File: src/rtl/fifo_wr_arbiter.sv
// rtl/fifo_wr_arbiter.sv - round-robin arbiter merging requester streams into one FIFO write port
// Grants are held for one packet or MAX_BURST beats; words pass through with zero latency.
module fifo_wr_arbiter #(
  parameter int NUM_PORTS  = 4,
  parameter int DATA_WIDTH = 8,
  parameter int MAX_BURST  = 16
) (
  input  logic                            clk,
  input  logic                            rst,
  input  logic [NUM_PORTS-1:0]            s_valid,
  input  logic [NUM_PORTS*DATA_WIDTH-1:0] s_data,
  input  logic [NUM_PORTS-1:0]            s_last,
  output logic [NUM_PORTS-1:0]            s_ready,
  output logic                            wr_en,
  output logic [DATA_WIDTH-1:0]           wr_data,
  input  logic                            wr_full,
  output logic [$clog2(NUM_PORTS)-1:0]    grant_id,
  output logic                            busy
);

  localparam int IDW = $clog2(NUM_PORTS);
  localparam int CW  = $clog2(MAX_BURST + 1);

  typedef enum logic {IDLE, GRANT} state_t;

  state_t          state_q;
  logic [IDW-1:0]  last_q;
  logic [IDW-1:0]  sel_idx;
  logic            sel_found;
  logic [CW-1:0]   beat_cnt_q;
  logic            granted;
  logic            beat;
  logic [DATA_WIDTH-1:0] port_data [NUM_PORTS];

  for (genvar i = 0; i < NUM_PORTS; i++) begin : g_unpack
    assign port_data[i] = s_data[i*DATA_WIDTH +: DATA_WIDTH];
  end

  // Outputs are gated by rst so nothing leaks out during the reset cycle itself.
  assign granted = (state_q == GRANT) && !rst;
  assign beat    = granted && !wr_full && s_valid[grant_id];
  assign wr_en   = beat;
  assign wr_data = beat ? port_data[grant_id] : '0;
  assign busy    = granted;

  always_comb begin
    s_ready = '0;
    if (granted && !wr_full) s_ready[grant_id] = 1'b1;
  end

  // Circular search starting just after the most recently released port.
  always_comb begin
    logic [IDW-1:0] idx;
    sel_found = 1'b0;
    sel_idx   = last_q;
    idx       = last_q;
    for (int k = 0; k < NUM_PORTS; k++) begin
      idx = (idx == IDW'(NUM_PORTS - 1)) ? '0 : idx + IDW'(1);
      if (!sel_found && s_valid[idx]) begin
        sel_found = 1'b1;
        sel_idx   = idx;
      end
    end
  end

  always_ff @(posedge clk) begin
    if (rst) begin
      state_q    <= IDLE;
      beat_cnt_q <= '0;
      grant_id   <= '0;
      last_q     <= IDW'(NUM_PORTS - 1);
    end else begin
      case (state_q)
        IDLE: begin
          if (sel_found) begin
            grant_id   <= sel_idx;
            beat_cnt_q <= '0;
            state_q    <= GRANT;
          end
        end
        GRANT: begin
          if (beat) begin
            beat_cnt_q <= beat_cnt_q + CW'(1);
            if (s_last[grant_id] || beat_cnt_q == CW'(MAX_BURST - 1)) begin
              state_q <= IDLE;
              last_q  <= grant_id;
            end
          end
        end
        default: state_q <= IDLE;
      endcase
    end
  end

endmodule
File: config.mk
export PLATFORM = sky130hd
export DESIGN_NAME = fifo_wr_arbiter
export DESIGN_NICKNAME = d
export VERILOG_FILES = /design/src/rtl/fifo_wr_arbiter.sv
export SDC_FILE = /design/constraint.sdc
export NUM_CORES = 1
export LEC_CHECK = 0
export ABC_AREA = 0
export CAP_MARGIN = 20
export CELL_PAD_IN_SITES_DETAIL_PLACEMENT = 0
export CELL_PAD_IN_SITES_GLOBAL_PLACEMENT = 1
export CORE_MARGIN = 2
export CORE_UTILIZATION = 27
export CTS_CLUSTER_SIZE = 30
export DETAILED_ROUTE_END_ITERATION = 10
export PLACE_DENSITY_LB_ADDON = 0.1
export SYNTH_ARGS = -nofsm -noshare
export SYNTH_HDL_FRONTEND = slang
export SYNTH_SLANG_ARGS = --single-unit
File: constraint.sdc
create_clock -name clk -period 2.15 [get_ports clk]
set_input_delay 0.43 -clock clk [delete_from_list [all_inputs] [get_ports clk]]
set_output_delay 0.43 -clock clk [all_outputs]
set_load 0.1 [all_outputs]
==> impl_metrics.toml <==
[run_status]
status = "finished, final reports clean"

[cells_and_area]
area.growth.synth_to_final_pct = 101
nNetsFinal = 231
layout.cell_area.non_filler_mm2 = 0.00205
diodes = 0
drive_gt1_share_pct = 38.0

[setup_path]
path_class = "input port to output pin"
slowest_delay_ns = 0.47
crit_buf_inv = 2
crit_chain = "clkdlybuf4s50_1, mux4_2, and3_4, buf_12"
cp_top_family = "buffers and inverters"
cp_max_fo = 1
r2r-start = "last_q[0]"
cp_num_cells = 4
crit_path_end_kind = "output pin"
cp-start-kind = "input port"
critPathArrivalTime_ns = 1.68
r2r_cells = 6
critical_path_required_ns = 1.72
critical_path.startpoint = "s_data[19]"
cpMaxStageDelayCell = "mux4_2"

[die]
io_pins = 59
die_h_um = 65.5
core_mm2 = 0.00366
die_w_um = 65.5
start_util_pct = 27.9
die_area_mm2 = 0.00429
rows = 22

[sta]
setup_violations = 0
period_share_pct = 98.2
slew_violations = 0
setup_slack_ns = 0.0387
hold_viol_final = 0
max_freq_mhz = 474
rsz0062_at_grt = "no"
timing.slew.headroom_pct = 77.6
fin_skew_ns = 0.00138
worstMarginPinSlew_ns = 0.333
fin_crit_ns = 2.11

[drt]
viasPerCell = 5.13
dr.pass1.iters = 4
drt_iter0_markers = 49
routed_wl_um = 3660
wire_per_inst_um = 15.8
drc = 0
ant_nets = 0
vias = 1189

[cts]
cts-buffers-inserted = 3
root_buffer = "clkbuf_8"
cts_tree = "yes"
cts_max_level = 1
clk_latency_ns = 0.23
clock_path_buffers = 2
clock-sinks = 10
cts.clk_slew.worst_paths_ns = 0.05

[power]
p_leak_nw = 0.811
p_int_mw = 0.545
ir_drop_mv = 0.319
power.density_mw_per_mm2 = 405
pwr-share-clk_pct = 23.9
switching_share_pct = 34.4
seqPwrFrac_pct = 25.9
combPwrFrac_pct = 50.2
power.switching_mw = 0.286

[global_route]
grt_pass1_vias = 1173
grt_max_degree = 19
grt_overflow = 0
antenna_found_initial = 0
grt_first_pass_wirelength_um = 5670
grt_use_total_pct = 16.8

[worst_hold_path]
hold_start = "beat_cnt_q[4]"
min_path_type = "register to register"
min_path_cells = 2

[synth]
ys_types = 39
synth_seq_area_share_pct = 19.6
syn-cell-area_mm2 = 0.00102
syn_area_per_cell_um2 = 9.12
syn_nets = 158
synth.largest_area_cell = "mux4_2"
synth.area.top_cells = "mux4_2, dfxtp_1, and3_1"
synth-edff-count = 0
ys_ff_latch = 10
syn_inst = 112
yosys_warnings = 0
yosysTopAreaCellShare_pct = 22.1
synth_flop_cell = "dfxtp_1"
async_flop_share_pct = 0

[placement]
io_buffers = 58
pre_cts_ws_ns = -0.228
gp_congestion = 0.790
post_dp_cell_area_mm2 = 0.00190
detailed_place_hpwl_um = 2750

[job]
max_cap_violations = 0
[registers in the layout, indices dropped and copies added, names as in the netlist]
register	cells
last_q	2
state_q	1
grant_id	2
beat_cnt_q	5
[power groups by stage]
stage,sequential [mW],clock [mW],combinational [mW]
final,0.215,0.199,0.418
after global routing,0.218,0.213,0.440
after CTS,0.214,0.200,0.402
after detailed placement,0.216,0,0.387
after global placement,0.215,0,0.381
after floorplan,0.232,0,0.214
[layer usage]
| layer | wire [um] | track usage [%] | up-vias | share of wire, % |
|---|---|---|---|---|
| met4 | 11 | 3.13 | 0 | 0.30 |
| met5 | 0 | 0 | - | 0 |
| met1 | 1610 | 22.0 | 559 | 44 |
| met2 | 1760 | 29.3 | 52 | 48 |
| met3 | 264 | 2.57 | 2 | 7.2 |
| li1 | - | - | 576 | - |
[repair_timing]
action	4_1_cts	5_1_grt
gates resized for setup	7	6
setup endpoints to repair	12	6
buffers inserted	3	2
hold buffers	0	0
cloned	1	2
pin swaps	0	1
[cells by family after synthesis]
kind of cell,Yosys count,share of synthesized area (%)
simple gates,51,28.3
compound gates,22,15.0
buf+inv,13,8.45
mux,13,25.0
flops,10,19.6
fa+ha+maj,3,3.68
[layout make-up]
class	instances	area, um^2
clock buffers	3	41.3
clock inverters	1	3.75
fillers	317	1610
inverters	4	18.8
multi-input cells	90	823
flip-flops and latches	10	208
well taps	48	60.1
repair buffers	76	897
[worst reg2reg max path, cell delays in order, from the launching register on]
cell and delay (ns):
dfxtp_1 0.35, ha_1 0.40, or3b_1 0.37, mux2i_1 0.15, a21oi_1 0.10, or4_1 0.40
o311ai_1 0.09
[layout by cell type (no fill, tap or decap), drive strengths merged, types with 2 or more instances in the layout]
cell           netlist  final
clkdlybuf4s50        0     36
buf                  4     33
nor2                13     13
mux4                10     11
nand2               11     11
dfxtp               10     10
and3                10     10
a21oi                8      8
dlygate4sd2          0      5
nand3                4      4
clkbuf               5      4
inv                  4      3
mux2i                3      3
o21ai                3      3
ha                   3      3
nor3b                2      2
o21a                 2      2
nand3b               2      2
o221a                2      2
[synth_stat cells (all sizes together) (2+ instances only)]
master / instances
nor2: 13
nand2: 11
and3: 10
dfxtp: 10
mux4: 10
a21oi: 8
clkbuf: 5
buf: 4
inv: 4
nand3: 4
ha: 3
mux2i: 3
o21ai: 3
nand3b: 2
nor3b: 2
o21a: 2
o221a: 2
[worst paths after layout]
check                  endpoint  slack [ns]
setup reg to reg    grant_id[0]        0.20
hold reg to reg   beat_cnt_q[4]        0.51
hold / removal    beat_cnt_q[4]        0.51
setup / recovery     wr_data[3]        0.04
[through the flow]
stage | total power [mW] | util, % | instances | hold slack, ns | TNS (ns)
detailed placement | 0.602 | 51.9 | 220 | 0.492 | -1.92
floorplan | 0.445 | - | 112 | 0.448 | -0.762
finish | 0.832 | 56.0 | 232 | 0.509 | 0
global route | 0.871 | 56.0 | 232 | 0.522 | 0
global placement | 0.596 | 51.9 | 220 | 0.478 | -1.61
CTS | 0.816 | 54.3 | 228 | 0.504 | -0.00229
Note: power is estimated with default switching activity, not from simulation.
